==> src/rtl/msx_slot_manager.sv <==
// msx_slot_manager
//   Primary/secondary slot selector for the MSX memory map. Holds the
//   primary slot register (I/O port A8h) and one secondary slot register
//   per expanded primary slot (memory FFFFh). It decodes the T80 bus into
//   active-low primary and sub-slot selects and page read strobes.
//
// Parameters
//   SLOTS     number of populated primary slots (1..4)
//   EXPANDED  bit s set: primary slot s is expanded (bits >= SLOTS ignored)
//   PRI_INIT  reset value of the primary register
//
// Ports
//   clk, reset              clock, synchronous active-high reset
//   addr, din               CPU address and write data
//   mreq_n .. rfrsh_n       T80 bus strobes
//   dout, dout_oe           readback data and its drive enable
//   SLTSL_n[SLOTS]          primary slot selects (active-low)
//   SUBSL_n[4*SLOTS]        sub-slot selects, bit 4s+k = slot s, sub-slot k
//   CS1_n/CS2_n/CS12_n/CS01_n  page read strobes
//   pri_reg                 current primary register
//
// Optional feature macro: SLOT_PRIMARY_READBACK_EN
//   defined   -> an I/O read of A8h returns pri_reg with dout_oe = 1
//   undefined -> A8h reads are not driven (the PPI port-A mirror answers)
module msx_slot_manager #(
  parameter int         SLOTS    = 4,
  parameter logic [3:0] EXPANDED = 4'b1000,
  parameter logic [7:0] PRI_INIT = 8'h00
) (
  input  logic                 clk,
  input  logic                 reset,
  input  logic [15:0]          addr,
  input  logic [7:0]           din,
  input  logic                 mreq_n,
  input  logic                 iorq_n,
  input  logic                 m1_n,
  input  logic                 rd_n,
  input  logic                 wr_n,
  input  logic                 rfrsh_n,
  output logic [7:0]           dout,
  output logic                 dout_oe,
  output logic [SLOTS-1:0]     SLTSL_n,
  output logic [4*SLOTS-1:0]   SUBSL_n,
  output logic                 CS1_n,
  output logic                 CS2_n,
  output logic                 CS12_n,
  output logic                 CS01_n,
  output logic [7:0]           pri_reg
);

  localparam logic [3:0] POP_MASK = 4'((1 << SLOTS) - 1);
  // Expansion bits above the populated range have no meaning.
  localparam logic [3:0] EXP = EXPANDED & POP_MASK;

  logic [1:0] page;
  logic [1:0] ps;
  logic [1:0] ps3;
  logic [1:0] ss;
  logic [7:0] sec [4];
  logic       mem_cyc;
  logic       io_a8;
  logic       intercept;
  logic       sel;
  logic       rd_cyc;
  logic       wr_act;
  logic       wr_prev;
  logic       commit;

  assign page    = addr[15:14];
  assign ps      = pri_reg[{page, 1'b0} +: 2];
  assign ss      = sec[ps][{page, 1'b0} +: 2];
  assign ps3     = pri_reg[7:6];
  assign mem_cyc = ~mreq_n & rfrsh_n;
  // m1_n high excludes interrupt acknowledge, which also drives iorq_n low.
  assign io_a8   = ~iorq_n & m1_n & (addr[7:0] == 8'hA8);
  // FFFFh is only the secondary register when page 3 maps an expanded slot.
  assign intercept = mem_cyc & (addr == 16'hFFFF) & EXP[ps3];
  assign sel     = mem_cyc & POP_MASK[ps];
  assign rd_cyc  = mem_cyc & ~rd_n;

  // Commit only on the first cycle of a write so wait states cannot repeat it.
  assign wr_act  = ~wr_n & (io_a8 | intercept);
  assign commit  = wr_act & ~wr_prev;

  always_comb begin
    SLTSL_n = '1;
    SUBSL_n = '1;
    for (int s = 0; s < SLOTS; s++) begin
      SLTSL_n[s] = ~(sel && (ps == 2'(s)));
      for (int k = 0; k < 4; k++) begin
        SUBSL_n[4*s+k] = ~(sel && (ps == 2'(s)) && EXP[s] && !intercept
                           && (ss == 2'(k)));
      end
    end
  end

  assign CS1_n  = ~(rd_cyc & (page == 2'd1));
  assign CS2_n  = ~(rd_cyc & (page == 2'd2));
  assign CS12_n = ~(rd_cyc & ((page == 2'd1) | (page == 2'd2)));
  assign CS01_n = ~(rd_cyc & ((page == 2'd0) | (page == 2'd1)));

  always_comb begin
    dout    = 8'h00;
    dout_oe = 1'b0;
    if (intercept && !rd_n) begin
      // Secondary register reads back inverted, as on real MSX hardware.
      dout    = ~sec[ps3];
      dout_oe = 1'b1;
    end
`ifdef SLOT_PRIMARY_READBACK_EN
    else if (io_a8 && !rd_n) begin
      dout    = pri_reg;
      dout_oe = 1'b1;
    end
`endif
  end

  // Register stage: edge detect and primary register.
  // wr_prev resets high so a strobe held across reset release is ignored.
  always_ff @(posedge clk) begin
    if (reset) begin
      wr_prev <= 1'b1;
      pri_reg <= PRI_INIT;
    end else begin
      wr_prev <= wr_act;
      if (commit && io_a8) pri_reg <= din;
    end
  end

  // Secondary registers exist only for expanded slots.
  for (genvar s = 0; s < 4; s++) begin : g_sec
    if (EXP[s]) begin : g_exp
      always_ff @(posedge clk) begin
        if (reset) sec[s] <= 8'h00;
        else if (commit && intercept && (ps3 == 2'(s))) sec[s] <= din;
      end
    end else begin : g_flat
      assign sec[s] = 8'h00;
    end
  end

endmodule

==> config.mk <==
export PLATFORM = sky130hd
export DESIGN_NAME = msx_slot_manager
export DESIGN_NICKNAME = d
export VERILOG_FILES = /design/src/rtl/msx_slot_manager.sv
export SDC_FILE = /design/constraint.sdc
export NUM_CORES = 1
export LEC_CHECK = 0
export CAP_MARGIN = 20
export CELL_PAD_IN_SITES_DETAIL_PLACEMENT = 1
export CELL_PAD_IN_SITES_GLOBAL_PLACEMENT = 2
export CORE_MARGIN = 2
export CORE_UTILIZATION = 34
export CTS_CLUSTER_DIAMETER = 200
export CTS_CLUSTER_SIZE = 25
export DETAILED_ROUTE_END_ITERATION = 6
export DONT_BUFFER_PORTS = 1
export PLACE_DENSITY_LB_ADDON = 0.12
export SKIP_LAST_GASP = 1
export SLEW_MARGIN = 25
export SYNTH_ARGS = -nofsm -noshare
export SYNTH_HDL_FRONTEND = slang
export SYNTH_SLANG_ARGS = --single-unit
==> constraint.sdc <==
create_clock -name clk -period 3.45 [get_ports clk]
set_input_delay 0.5175 -clock clk [delete_from_list [all_inputs] [get_ports clk]]
set_output_delay 0.5175 -clock clk [all_outputs]
set_load 0.01 [all_outputs]
==> metrics.txt, run 1 <==
CTS Buffer Depth 2; Sink Count 17; core box area 3050 µm²; H-tree depth 1; Final setup viols 0; Relative slew margins 44.6%; Worst Path Required 2930 ps; crit path time final 2990 ps; largest net degree at the start of global routing 18; Max Cap Viol 0; Syn Inst Count 130; WL met2 1590 µm; Final Cycle Share 86.8%; type of origin of the critical path flip-flop; Worst EP arrival 2480 ps; RSZ-0062 raised after global routing no; post-CTS setup repair buffer count 0; Worst-Margin Slew 825 ps; Metal-1 WL 1150 µm; drc violations 0; top cells by area, synth dfxtp_1, buf_4, mux4_2, mux2i_1, ha_1; post_cts resized 0; Total Neg Setup Slack 0 ps; wire per inst 17.2 µm; final hold violation count 0; vias in the first global route 882; Initial Util 35.9%; Yosys top cell area share 31.1%; Final Util 36.4%; GRT Total Usage 16.1%; Reg clk slew, reported paths 100 ps; sequential area share after synthesis 31.1%; vias post-DR 910; latest clock arrival within the worst-skew pair 290 ps; share of cells above drive strength 1 14.7%; GR Overflow Total 0; CP max FO 10; FP Rows 20; initial antenna violation count 0; status finished clean; n_diodes 0; TritonCTS Buffers 3; Post-DP HPWL 2460 µm; Pre-Repair DR Iteration Count 4; met3 WL 232 µm; Cell Pwr Density 293 nW/µm²; max-slew violation count 0; port bufs 0; Via density 5.26; Worst Skew 6.87 ps; DRT Wirelength 2980 µm; GPL Wtd Cong 0.699; die extent in y 60.8 µm; Hold Path Class in2reg; die width 60.8 µm; leakage power 0.452 nW; Crit Path Category reg2out; I/O Pins 73; Synth area leader dfxtp_1; WHS 278 ps; synthesized cell area 1100 µm²; Final nets 166; Synth Area per Inst 8.43 µm²; Root Buffer clkbuf_4; Unique masters post-synth 29; Cell Count, Final, Fillers Out 173; CTS tree yes; max layer used met4; Yosys reg bits 17; first-pass GRT wire length 4230 µm; placed cell count 169; full die area 3690 µm²; Antenna Nets Post-Route 0; peak supply drop 0.149 mV; yosys synthesis warning count 0; CTS Hold Bufs 0; crit end category output port; f_max 334 MHz; initial drt markers 14; Layout Area Growth over Synthesis 1.26%
==> power breakdown <==
group,internal (mW),switching [mW]
Sequential,0.197,0.000371
Clock,0.0431,0.0640
Combinational,0.00704,0.0136
Total,0.247,0.0779
==> metrics by stage <==
stage          setup WS [ps]  cell area (µm²)  power [mW]
2_1_floorplan            904             1140       0.233
3_3_place_gp             696             1080       0.221
3_5_place_dp             620             1080       0.222
4_1_cts                  421             1110       0.328
5_1_grt                  304             1110       0.346
6_report                 455             1110       0.325
==> layer usage <==
layer,global-route usage [%],up-vias
met3,2.56,2
met4,5.59,0
met2,28.0,38
met5,0,-
li1,-,434
met1,20.2,436
==> critical path: stages (launching register included) <==
cell and delay (ps):
dfxtp_1 490, nand4_1 180, or4_1 670, or3_1 610, nor2_2 240
==> logic make-up after synthesis <==
kind of cell    count (synthesis)  share of synthesized area [%]
flops                          17                           31.1
other cells                     1                          0.342
compound gates                 19                           8.90
buf+inv                        20                           11.8
fa+ha+maj                       4                           4.57
simple gates                   57                           27.9
mux                            12                           15.5
==> path summary, 6_finish.rpt <==
check                           from             endpoint  slack [ps]  cells after the start
max          pri_reg[7]$_SDFFE_PP0P_              dout[5]         460                      4
min                            reset  sec[6]$_SDFFE_PP0P_         280                      1
max reg2reg  pri_reg[7]$_SDFFE_PP0P_  sec[3]$_SDFFE_PP0P_        1630                      4
min reg2reg      sec[0]$_SDFFE_PP0P_  sec[0]$_SDFFE_PP0P_         500                      2
==> final cells by class <==
cell class              instances  area (µm²)
flip-flops and latches         17         340
well taps                      44        55.1
inverters                       3        11.3
clock buffers                   3        22.5
fillers                       387        1940
multi-input cells             104         668
repair buffers                  1        7.51
clock inverters                 1        5.00
==> cell usage after synthesis <==
cell	count
conb_1	1
mux4_2	4
or3_1	2
dfxtp_1	17
nor4b_1	1
nand4b_1	1
mux2i_1	8
and3_1	1
nand3b_1	3
buf_1	1
nor3_1	2
nand2b_1	1
or4_1	1
nor2_2	8
or2_2	1
a211oi_1	1
buf_2	1
a21oi_1	9
nand2_1	8
buf_4	12
buf_6	1
nand4_1	4
nor2_1	13
nand3_1	10
nor4_2	1
clkbuf_1	2
ha_1	4
inv_1	3
o21ai_0	9
==> cell usage in the layout, fill, tap and decap left out <==
cell	synthesis	layout
nand3_1	10	10
nor4_2	1	1
nor4b_1	1	1
ha_1	4	4
or3_1	2	2
nand4_1	4	4
dfxtp_1	17	17
o21ai_0	9	9
nor2_1	13	13
buf_4	12	1
mux4_2	4	4
inv_1	3	3
a211oi_1	1	1
nand4b_1	1	1
or4_1	1	1
conb_1	1	12
nand2_1	8	8
and3_1	1	1
or2_2	1	1
mux2i_1	8	8
nand3b_1	3	3
clkinv_2	0	1
nor3_1	2	2
nand2b_1	1	1
nor2_2	8	8
a21oi_1	9	9
clkbuf_4	0	3
No activity file was read; power rests on OpenSTA's default activity.
==> run 2: changes to the inputs <==
- MAX_ROUTING_LAYER: unset -> met4
==> run 2 against run 1 <==
Clock power barely moved. Fmax barely moved. Sequential power barely moved. Sequential share of layout area did not move. Cell count did not move. First-iteration DRC count fell by 21%. Via count rose by 0.11%. Worst setup slack improved by 1.9 ps. Die area did not move. Critical path type unchanged.
==> metrics.txt, run 2 (same netlist as run 1, synthesis figures left out) <==
Sink Count 17 (unchanged); met1 GRT Util 20.4% (+0.13 points); crit end category output port; r2r endpoint sec[3]$_SDFFE_PP0P_; Final Cycle Share 86.8% (about the same); peak supply drop 0.149 mV (unchanged); Min-Delay Path Depth 1 (unchanged); Crit Path Category reg2out; Antenna Nets Post-Route 0 (unchanged); port bufs 0 (unchanged); max-slew violation count 0 (unchanged); Initial Util 35.9% (unchanged); leakage power 0.452 nW (unchanged); Cell Count, Final, Fillers Out 173 (unchanged); Post-DP HPWL 2460 µm (unchanged); Relative slew margins 43.8% (-0.85 points); RSZ-0062 raised after global routing no; gr busiest metal met2; Final setup viols 0 (unchanged); wire per inst 17.3 µm (+0.13%); CTS Buffer Depth 2 (unchanged); post-CTS setup repair buffer count 0 (unchanged); full die area 3690 µm² (unchanged); largest net degree at the start of global routing 18 (unchanged); Worst Path Required 2930 ps (about the same); flop2flop setup slack 1630 ps (about the same); H-tree depth 1 (unchanged); CP max FO 10 (unchanged); share of cells above drive strength 1 14.7% (unchanged); GPL Wtd Cong 0.706 (+1.1%); drc violations 0 (unchanged); GR Overflow Total 0 (unchanged); initial drt markers 11 (-3); first-pass GRT wire length 4230 µm (unchanged); met3 Usage GRT 2.56% (unchanged); TritonCTS Buffers 3 (unchanged); I/O Pins 73 (unchanged); Worst EP arrival 2480 ps (about the same); Layout Area Growth over Synthesis 1.26% (unchanged); met2 usage 28.0% (unchanged); vias in the first global route 887 (+0.57%); final hold violation count 0 (unchanged); n_diodes 0 (unchanged); Worst-Margin Slew 837 ps (+12.6 ps); Root Buffer clkbuf_4; # fillers 387 (unchanged); HP Start reset; Final nets 166 (unchanged); hold endpoint sec[6]$_SDFFE_PP0P_; Reg clk slew, reported paths 100 ps (about the same); Hold Path Class in2reg; post_cts resized 0 (unchanged); crit path time final 2990 ps (-1.94 ps); Cell Pwr Density 293 nW/µm² (about the same); commonest non-fill, non-tap cell in the layout dfxtp_1; r2r startpoint pri_reg[7]$_SDFFE_PP0P_; type of origin of the critical path flip-flop; core box area 3050 µm² (unchanged); vias post-DR 911 (+0.11%); f_max 334 MHz (about the same); status finished clean; total power draw 0.325 mW (about the same); die extent in y 60.8 µm (unchanged); Placed Area 1080 µm² (unchanged); placed cell count 169 (unchanged); initial antenna violation count 0 (unchanged); crit path launch pri_reg[7]$_SDFFE_PP0P_; latest clock arrival within the worst-skew pair 290 ps (about the same); Reg2Reg Depth 4 (unchanged); DRT Wirelength 2990 µm (+0.13%); CTS Hold Bufs 0 (unchanged); die width 60.8 µm (unchanged); Total Neg Setup Slack 0 ps (unchanged); Pre-Repair DR Iteration Count 4 (unchanged); GRT Total Usage 16.7% (+0.56 points); Max Cap Viol 0 (unchanged); Final Util 36.4% (unchanged); commonest cells after routing, fill and taps aside dfxtp_1, nor2_1, conb_1, nand3_1; CTS tree yes; FP Rows 20 (unchanged); design area 1110 µm² (unchanged); Worst Skew 6.58 ps (-0.293 ps); Via density 5.27 (+0.11%)
run 2: cell counts in the layout (fill, tap and decap cells not counted):
No cell type changed its count.
run 2: power breakdown:
part	switching, mW	leakage, nW	internal, mW	total (mW)
logic	0.0136	0.297	0.00704	0.0206
clock network	0.0639	0.0177	0.0431	0.107
registers	0.000371	0.137	0.197	0.197
run 2: cell type report:
type / instances / area, µm² / share of cell area, %
Clock inverter: 1 / 5.00 / 0.451
Multi-Input combinational cell: 104 / 668 / 60.2
Clock buffer: 3 / 22.5 / 2.03
Tap cell: 44 / 55.1 / 4.96
Timing Repair Buffer: 1 / 7.51 / 0.676
Inverter: 3 / 11.3 / 1.01
Sequential cell: 17 / 340 / 30.7
run 2: per-layer routing:
layer,part of all wire (%),vias to the layer above
met2,53,38
met3,7.8,2
met5,0,-
met1,39,436
met4,0.20,0
li1,-,435
run 2: per-stage QoR:
stage	hold WS (ps)	setup WS (ps)
2_1_floorplan	475	904
3_3_place_gp	496	696
3_5_place_dp	495	620
4_1_cts	267	421
5_1_grt	240	304
6_report	279	457
run 2: how the worst max path moves through the flow:
stage / cells after the start / slack, ps / to
2_1_floorplan: 7 / 900 / dout[0]
3_3_place_gp: 5 / 700 / dout[5]
3_5_place_dp: 5 / 620 / dout[5]
4_1_cts: 4 / 420 / dout[5]
5_1_grt: 4 / 300 / dout[5]
6_report: 4 / 460 / dout[5]
run 2: worst max-delay path: stages (launching register included):
cell     delay, ps
dfxtp_1        490
nand4_1        180
or4_1          670
or3_1          610
nor2_2         240
